==> src/rtl/pingpong_ctrl.sv <==
// pingpong_ctrl: two-SPRAM ping-pong frame store controller between camera capture and SPI transmitter
module pingpong_ctrl #(
  parameter int ADDR_WIDTH  = 14,
  parameter int FRAME_WORDS = 10240
) (
  input  logic                  clk,
  input  logic                  rst_n,
  input  logic                  cam_sof,
  input  logic                  pix_valid,
  input  logic [15:0]           pix_data,
  output logic                  frame_ready,
  output logic                  buf_sel,
  input  logic                  frame_busy,
  input  logic [ADDR_WIDTH-1:0] rd_addr,
  output logic [15:0]           rd_data,
  output logic [ADDR_WIDTH-1:0] ram_addr0,
  output logic [ADDR_WIDTH-1:0] ram_addr1,
  output logic [15:0]           ram_wdata0,
  output logic [15:0]           ram_wdata1,
  output logic                  ram_we0,
  output logic                  ram_we1,
  input  logic [15:0]           ram_rdata0,
  input  logic [15:0]           ram_rdata1,
  output logic [7:0]            frames_dropped
);
  typedef enum logic [1:0] {FREE, FILLING, FULL, SENDING} buf_t;
  typedef enum logic [1:0] {W_WAIT_SOF, W_FILL, W_DROP} wr_t;
  typedef enum logic [1:0] {R_IDLE, R_OFFER, R_WAIT_BUSY, R_SEND} rd_t;
  buf_t                  bst [2];
  wr_t                   wst;
  rd_t                   rdst;
  logic [ADDR_WIDTH-1:0] wr_addr;
  logic [ADDR_WIDTH-1:0] fill_addr;
  logic                  fill_buf;
  logic                  last_filled;
  logic                  pick;
  logic                  oldest;
  logic                  last_word;
  logic                  fill_we;
  logic [1:0]            free_v;
  logic [1:0]            full_v;
  logic [7:0]            drop_inc;
  always_comb begin
    free_v    = {bst[1] == FREE, bst[0] == FREE};
    full_v    = {bst[1] == FULL, bst[0] == FULL};
    pick      = &free_v ? ~last_filled : free_v[1];
    oldest    = &full_v ? ~last_filled : full_v[1];
    fill_addr = cam_sof ? '0 : wr_addr;
    fill_we   = wst == W_FILL && pix_valid;
    last_word = wr_addr == ADDR_WIDTH'(FRAME_WORDS - 1);
    drop_inc  = &frames_dropped ? frames_dropped : frames_dropped + 8'd1;
    ram_addr0 = bst[0] == FILLING ? fill_addr : bst[0] == SENDING ? rd_addr : '0;
    ram_addr1 = bst[1] == FILLING ? fill_addr : bst[1] == SENDING ? rd_addr : '0;
    ram_we0   = bst[0] == FILLING && fill_we;
    ram_we1   = bst[1] == FILLING && fill_we;
  end
  assign ram_wdata0 = pix_data;
  assign ram_wdata1 = pix_data;
  assign rd_data    = buf_sel ? ram_rdata1 : ram_rdata0;
  always_ff @(posedge clk) begin
    if (!rst_n) begin
      bst[0]         <= FREE;
      bst[1]         <= FREE;
      wst            <= W_WAIT_SOF;
      rdst           <= R_IDLE;
      wr_addr        <= '0;
      fill_buf       <= 1'b0;
      last_filled    <= 1'b1;
      buf_sel        <= 1'b0;
      frame_ready    <= 1'b0;
      frames_dropped <= '0;
    end else begin
      case (wst)
        W_FILL: begin
          if (cam_sof) begin
            frames_dropped <= drop_inc;
            wr_addr        <= ADDR_WIDTH'(pix_valid);
          end else if (pix_valid) begin
            wr_addr <= wr_addr + ADDR_WIDTH'(1);
            if (last_word) begin
              bst[fill_buf] <= FULL;
              wst           <= W_WAIT_SOF;
            end
          end
        end
        default: begin
          if (cam_sof && |free_v) begin
            bst[pick]   <= FILLING;
            fill_buf    <= pick;
            last_filled <= pick;
            wr_addr     <= '0;
            wst         <= W_FILL;
          end else if (cam_sof) begin
            frames_dropped <= drop_inc;
            wst            <= W_DROP;
          end
        end
      endcase
      case (rdst)
        R_IDLE: begin
          if (|full_v) begin
            buf_sel     <= oldest;
            frame_ready <= 1'b1;
            rdst        <= R_OFFER;
          end
        end
        R_OFFER: begin
          frame_ready  <= 1'b0;
          bst[buf_sel] <= SENDING;
          rdst         <= R_WAIT_BUSY;
        end
        R_WAIT_BUSY: rdst <= frame_busy ? R_SEND : R_WAIT_BUSY;
        default: begin
          if (!frame_busy) begin
            bst[buf_sel] <= FREE;
            rdst         <= R_IDLE;
          end
        end
      endcase
    end
  end
endmodule

==> config.mk <==
export PLATFORM = sky130hd
export DESIGN_NAME = pingpong_ctrl
export DESIGN_NICKNAME = d
export VERILOG_FILES = /design/src/rtl/pingpong_ctrl.sv
export SDC_FILE = /design/constraint.sdc
export NUM_CORES = 1
export LEC_CHECK = 0
export ABC_AREA = 1
export BUFFER_PORTS_ARGS = -buffer_cell sky130_fd_sc_hd__clkbuf_2
export CAP_MARGIN = 20
export CORE_MARGIN = 3
export CORE_UTILIZATION = 39
export DETAILED_ROUTE_END_ITERATION = 8
export PLACE_DENSITY = 0.83
export RECOVER_POWER = 25
export SYNTH_ARGS = -nofsm -noshare
export SYNTH_HDL_FRONTEND = slang
export SYNTH_SLANG_ARGS = --single-unit
==> constraint.sdc <==
create_clock -name clk -period 2.01 [get_ports clk]
set_clock_uncertainty 0.15 [all_clocks]
set_input_delay 0.603 -clock clk [delete_from_list [all_inputs] [get_ports clk]]
set_output_delay 0.603 -clock clk [all_outputs]
set_load 0.005 [all_outputs]
==> impl_metrics.ini, run 1 <==
[outcome]
outcome = finished, violations left
violations = setup timing

[clocking]
worst_skew_pair.late_latency_ns = 0.29
numCtsBuffers = 5
cts_htree_levels = 2
clock_tree_from_tritoncts = yes
clk_root_buffer_cell = sky130_fd_sc_hd__clkbuf_8
ctsLongestPathBuffers = 2
cts.reportedPaths.clkPinSlew_ns = 0.07
cts.sink_count = 34

[synthesis]
syn_area_um2 = 2800
syn_nets = 519
yosysUniqueCellTypes = 33
synth.yosys.seq_area_share = 0.257
synth.ff_latch_count = 34
yosys_warning_total = 0
syn_avg_cell_area_um2 = 6.28
synthCells = 446

[timing]
period_share = 1.06
max_slew.worst_pin.slew_ns = 0.301
max-slew-margin-rel = 0.799
hold_viol_final = 0
grt_setup_unrepaired = true
slew_viol_final = 0
setup-violations-final = 29
fmax_mhz = 467
final_period_minus_worst_setup_slack_ns = 2.14
setup_slack_ns = -0.130

[global_routing]
grt-ovfl-total = 0
track_usage = 0.199
grt_antenna_before_repair = 0
grt_first_pass_wirelength_um = 13600
via_count_of_the_first_global_routing_pass = 3103
grt_start_max_net_pins = 20

[place]
numPortBuffers = 106
post-place-ws_ns = -0.0502
dp_hpwl_um = 6030
placedCellCount = 621
gp_congestion = 0.910

[die]
core_region_area_um2 = 6870
fp.dieArea_um2 = 8230
die_w_um = 90.7
fp.dieH_um = 90.7
boundaryPins = 155
placement_rows = 30
initial_utilization = 0.407

[pwr]
powerDensity_nw_per_um2 = 737
net-switching-power_w = 0.00113
irDropWorstVdd_mv = 0.379
power_frac_seq = 0.310
swShare = 0.409
cell_internal_pwr_w = 0.00163
p_leak_nw = 1.88
clock_power_share = 0.195
report.power.total_w = 0.00275
p_comb_frac = 0.494

[route]
drt-total-wl_um = 8410
drt-pass1-iter-count = 5
route.layer.met1.wl_um = 3330
route.top_layer_used = met4
met2WireLength_um = 4210
count_of_routing_violations_after_the_opening_detailed_route_iteration = 137
drc = 0
via_density_per_instance = 5.07
average_wire_length_per_cell_after_detail_routing_um = 13.1
wl_met3_um = 737
detail-route-antenna-nets = 0
dr_total_vias = 3251

[worst_setup_path]
critPathMaxFanout = 8
worst_path_dominant_cell_family = flip-flops
critPathArrivalTime_ns = 1.39
element_type_at_the_critical_path_end = output port
cp.depth = 5
worstPathBufferInverterCount = 3
critPathRequiredTime_ns = 1.26
worst_path_class_setup = reg2out
r2r-start = bst[1][0]$_DFFE_PP_
cp_slowest_stage_delay_ns = 0.47
cp-start-kind = flip-flop
timing.critical_path.from = bst[0][1]$_DFFE_PP_
path_cells = inv_2, nand2_4, buf_8, o22ai_1, clkbuf_2
worst_r2r_path_depth = 10
slowest_stage = sky130_fd_sc_hd__edfxtp_1

[worst_hold_path]
worst_hold_path_type = reg2reg
hold_depth = 2
timing.hold.worst.start = fill_buf$_SDFFE_PN0P_

[layout]
final_non_filler_cells = 641
layout.area.seq_um2 = 721
total_area_of_multi_input_combinational_cells_um2 = 1740
finalCoreUtilization = 0.544
fin_nets = 617
areaGrowthSynthToFinish_pct = 33.6
layout-drive-gt1-share = 0.360
diodes = 0
layout.filler_cells = 654

[flow_run]
max-cap-violations = 0
[metrics by stage]
step                hold slack, ns  instance area, um2  setup TNS (ns)
detailed placement           0.328                3300          -0.144
global route                 0.367                3740           -3.37
CTS                          0.338                3660           -1.33
global placement             0.307                3300         -0.0104
finish                       0.336                3740           -1.91
floorplan                    0.293                2800               0
[layer usage]
| metal | vias to the layer above | GRT usage |
|---|---|---|
| met1 | 1454 | 0.222 |
| met5 | - | 0 |
| li1 | 1606 | - |
| met2 | 176 | 0.360 |
| met4 | 0 | 0.0740 |
| met3 | 15 | 0.0500 |
[power by group through the flow]
stage	clock (W)	combinational [W]	sequential [W]
3_3_place_gp	0	0.00106	0.000855
6_report	0.000538	0.00136	0.000855
3_5_place_dp	0	0.00109	0.000862
5_1_grt	0.000573	0.00150	0.000867
4_1_cts	0.000550	0.00129	0.000852
2_1_floorplan	0	0.000750	0.000846
[worst paths after layout]
path	endpoint	slack (ns)
max	ram_addr0[4]	-0.13
min	fill_buf$_SDFFE_PN0P_	0.34
max reg2reg	bst[0][0]$_DFFE_PP_	0.13
min reg2reg	fill_buf$_SDFFE_PN0P_	0.34
[cell type report]
type,count,area share
flip-flops and latches,34,0.193
repair buffers,135,0.223
inverters,59,0.0612
clock inverters,1,0.00134
clock buffers,7,0.0231
multi-input cells,309,0.466
well taps,96,0.0321
[worst register-to-register path: stages, from the launching register on]
cell and delay [ns]:
sky130_fd_sc_hd__edfxtp_1 0.50, sky130_fd_sc_hd__buf_4 0.19, sky130_fd_sc_hd__inv_2 0.06, sky130_fd_sc_hd__nand2_1 0.04
sky130_fd_sc_hd__nand2_1 0.14, sky130_fd_sc_hd__nand3_1 0.13, sky130_fd_sc_hd__nand2_1 0.08, sky130_fd_sc_hd__nand2_1 0.08
sky130_fd_sc_hd__inv_1 0.08, sky130_fd_sc_hd__a21oi_1 0.06, sky130_fd_sc_hd__nand2_1 0.10
[cell families (layout without fill, tap and decap cells)]
family | Yosys count | in the layout | synth area share
flops | 34 | 34 | 0.257
compound gates | 73 | 73 | 0.147
buf+inv | 103 | 202 | 0.187
simple gates | 224 | 224 | 0.363
xor+xnor | 6 | 6 | 0.0188
fa+ha+maj | 6 | 6 | 0.0268
[registers in the layout, summed over array words and instances, names as in the netlist, 2 cells and up]
| signal | flops |
|---|---|
| frames_dropped | 8 |
| wr_addr | 14 |
| wst | 2 |
| bst | 4 |
| rdst | 2 |
[cells in the mapped netlist (all sizes together)]
cell	number	area (um2)
ha	6	75.1
edfxtp	4	120
buf	37	274
dfxtp	30	601
nand2	152	606
nor3b	1	12.5
nand3b	1	7.51
a21oi	29	153
clkinv	1	3.75
nand4	6	37.5
nor2	29	155
o22ai	28	175
xor2	6	52.6
o21bai	1	7.51
o21ai	15	75.1
nand3	31	168
nor3	4	30.0
inv	58	220
clkbuf	7	26.3
[layout by cell type (no fill, tap or decap), drive strengths merged, types with 6 or more instances in the layout]
cell type	synthesis	layout
a21oi	29	29
nand2	152	152
buf	37	34
xor2	6	6
o21ai	15	15
clkbuf	7	108
dfxtp	30	30
nand3	31	31
nand4	6	6
inv	58	59
o22ai	28	28
ha	6	6
nor2	29	29
[repair_timing]
action	4_1_cts	5_1_grt
hold buffers	0	0
setup buffers	7	2
setup endpoints to repair	46	32
pin swaps	11	2
resized for setup	39	19
gates cloned	3	0
Note: power is estimated with default switching activity, not from simulation.
==> inputs of run 2 (changes only) <==
--- a/config.mk
+++ b/config.mk
@@ -5,13 +5,12 @@
 export SDC_FILE = /design/constraint.sdc
 export NUM_CORES = 1
 export LEC_CHECK = 0
-export ABC_AREA = 1
 export BUFFER_PORTS_ARGS = -buffer_cell sky130_fd_sc_hd__clkbuf_2
 export CAP_MARGIN = 20
 export CORE_MARGIN = 3
 export CORE_UTILIZATION = 39
 export DETAILED_ROUTE_END_ITERATION = 8
-export PLACE_DENSITY = 0.83
+export PLACE_DENSITY = 0.81
 export RECOVER_POWER = 25
 export SYNTH_ARGS = -nofsm -noshare
 export SYNTH_HDL_FRONTEND = slang
==> impl_metrics.ini, run 2 <==
[outcome]
outcome = finished, violations left
violations = setup timing

[clocking]
clk_root_buffer_cell = sky130_fd_sc_hd__clkbuf_8
ctsLongestPathBuffers = 2
clock_tree_from_tritoncts = yes
cts_htree_levels = 2
cts.reportedPaths.clkPinSlew_ns = 0.06
cts_hold_buffers = 0
cts.sink_count = 34
worst_skew_pair.late_latency_ns = 0.29
numCtsBuffers = 5

[synthesis]
synth_top_cells_by_count = sky130_fd_sc_hd__a21oi_1 (39), sky130_fd_sc_hd__buf_4 (33), sky130_fd_sc_hd__dfxtp_1 (30), sky130_fd_sc_hd__nor2b_1 (26), sky130_fd_sc_hd__nand3_1 (25)
yosys_warning_total = 0
postSynth.topFlopCell = sky130_fd_sc_hd__dfxtp_1
syn_area_um2 = 3010
yosys-mux-area-fraction = 0.0865
syn_nets = 457
synth-edff-count = 4
synth_most_common_cell = sky130_fd_sc_hd__a21oi_1
synth.ff_latch_count = 34
ys_async_sr_fraction = 0
synth_top_family_by_area = simple AND/OR/NAND/NOR gates
post_synth_and_or_nand_nor_area_fraction = 0.326
synth-compound-area-share = 0.193
synth_top_cell_by_area = sky130_fd_sc_hd__dfxtp_1
synthCells = 384
syn_avg_cell_area_um2 = 7.84
yosysUniqueCellTypes = 60
synth.yosys.seq_area_share = 0.239
synthDominantCellAreaShare = 0.200
synth_xor_xnor_area_share = 0
synth_adder_area_share = 0.0249
synth.area.top_cells = sky130_fd_sc_hd__dfxtp_1 (20%), sky130_fd_sc_hd__buf_4 (8.2%), sky130_fd_sc_hd__a21oi_1 (6.5%), sky130_fd_sc_hd__mux2_2 (6.0%), sky130_fd_sc_hd__nor3b_1 (6.0%)

[route]
detail-route-antenna-nets = 0
drt-pass1-iter-count = 7
average_wire_length_per_cell_after_detail_routing_um = 17.4
drc = 0
drt-total-wl_um = 10100
dr_total_vias = 3400
via_density_per_instance = 5.86
count_of_routing_violations_after_the_opening_detailed_route_iteration = 244

[flow_run]
max-cap-violations = 0

[worst_setup_path]
path_cells = buf_6, buf_12, nor3b_1, a21oi_1, nor2b_1, clkbuf_2
worst_path_class_setup = reg2out
critPathArrivalTime_ns = 1.58
element_type_at_the_critical_path_end = output port
cp-start-kind = flip-flop
cp_slowest_stage_delay_ns = 0.39
critPathRequiredTime_ns = 1.26
critPathMaxFanout = 5
slowest_stage = sky130_fd_sc_hd__edfxtp_1

[pwr]
powerDensity_nw_per_um2 = 680
p_leak_nw = 1.86
report.power.total_w = 0.00297
irDropWorstVdd_mv = 0.467

[layout]
mostFrequentLayoutCell = sky130_fd_sc_hd__clkbuf_2
largestRegisters = wr_addr x14, frames_dropped x8, bst x4
areaGrowthSynthToFinish_pct = 45.1
finalCoreUtilization = 0.593
mostFrequentLayoutCells = sky130_fd_sc_hd__clkbuf_2 (86), sky130_fd_sc_hd__dfxtp_1 (28), sky130_fd_sc_hd__nor2b_1 (26), sky130_fd_sc_hd__a21oi_1 (26), sky130_fd_sc_hd__buf_4 (26)
diodes = 0
top_register = wr_addr
fin_nets = 554
largest_reg_flops = 14
layout-drive-gt1-share = 0.491

[timing]
tns_ns = -4.60
period_share = 1.16
max_slew.worst_pin.slew_ns = 0.374
max-slew-margin-rel = 0.749
grt_setup_unrepaired = true
hold_viol_final = 0
setup_slack_ns = -0.328
final_period_minus_worst_setup_slack_ns = 2.34
fmax_mhz = 428
setup-violations-final = 43
slew_viol_final = 0

[place]
numPortBuffers = 106
dp_hpwl_um = 6090
gp_congestion = 0.898

[global_routing]
grt_first_pass_wirelength_um = 14200
grt_antenna_before_repair = 0
via_count_of_the_first_global_routing_pass = 3101
track_usage = 0.195
grt-ovfl-total = 0
grt_start_max_net_pins = 36

[die]
boundaryPins = 155
initial_utilization = 0.408
placement_rows = 31
fp.dieArea_um2 = 8810
die_w_um = 93.9
core_region_area_um2 = 7370
fp.dieH_um = 93.9

[worst_hold_path]
worst_hold_path_type = reg2reg
run 2: cell types whose count changed after synthesis, moves of 14 or more:
cell,before,now
sky130_fd_sc_hd__nor3b_1,0,24
sky130_fd_sc_hd__clkbuf_1,7,21
sky130_fd_sc_hd__mux2_2,0,16
sky130_fd_sc_hd__nor2b_1,0,26
sky130_fd_sc_hd__o22ai_1,28,1
sky130_fd_sc_hd__inv_1,53,6
sky130_fd_sc_hd__nand2_1,146,21
run 2: cells by family (layout without fill, tap and decap cells):
kind of cell	after synthesis	in the layout
adder cells (fa/ha/maj)	6	6
AO/OA/AOI/OAI	93	93
AND/OR/NAND/NOR	158	158
buffers and inverters	69	166
multiplexers	24	24
flip-flops	34	34
run 2: area by class of cell:
cell class,count,area [um2]
Tap cell,99,124
Timing Repair Buffer,152,1150
Inverter,7,26.3
Sequential cell,34,726
Clock buffer,5,68.8
Fill cell,606,3000
Multi-Input combinational cell,281,2260
Clock inverter,2,10.0
run 2: metal layers:
| layer | routed length, um | GRT usage |
|---|---|---|
| met1 | 3730 | 0.224 |
| met2 | 5260 | 0.363 |
| met3 | 872 | 0.0377 |
| met4 | 242 | 0.0554 |
| met5 | 0 | 0 |
run 2: repair_timing:
| item | in CTS | in global routing |
|---|---|---|
| setup endpoints to repair | 46 | 57 |
| hold endpoints to repair | 0 | 0 |
| pin swaps | 12 | 21 |
| setup buffers | 3 | 4 |
| gates resized for setup | 46 | 75 |
| cloned | 3 | 7 |
run 2: power breakdown:
group          internal [W]  leakage, nW  switching (W)
Sequential         0.000774        0.286      0.0000943
Clock              0.000233       0.0438       0.000250
Combinational      0.000814         1.53       0.000805
run 2: stage by stage:
step / cell area, um2 / hold slack (ns) / worst slack, ns / instances
3_5_place_dp: 3570 / 0.302 / -0.207 / 556
3_3_place_gp: 3570 / 0.292 / -0.150 / 556
6_report: 4370 / 0.320 / -0.328 / 580
2_1_floorplan: 3050 / 0.278 / -0.0106 / 384
4_1_cts: 3930 / 0.317 / -0.179 / 569
5_1_grt: 4370 / 0.349 / -0.364 / 580
run 2: worst paths after layout:
kind                                                end             startpoint  depth (start not counted)  slack [ns]
worst min-delay path              fill_buf$_SDFFE_PN0P_  fill_buf$_SDFFE_PN0P_                          1        0.32
worst min register to register    fill_buf$_SDFFE_PN0P_  fill_buf$_SDFFE_PN0P_                          1        0.32
worst max register to register  wr_addr[4]$_SDFFE_PN0P_    bst[1][1]$_DFFE_PP_                          8       -0.05
worst max-delay path                      ram_addr1[10]    bst[1][1]$_DFFE_PP_                          6       -0.33
run 2: critical path: cells and delay by family (launching register included):
| family | cells | cell delay (ns) |
|---|---|---|
| simple gates | 2 | 0.38 |
| flops | 1 | 0.39 |
| buf+inv | 3 | 0.45 |
| compound gates | 1 | 0.09 |
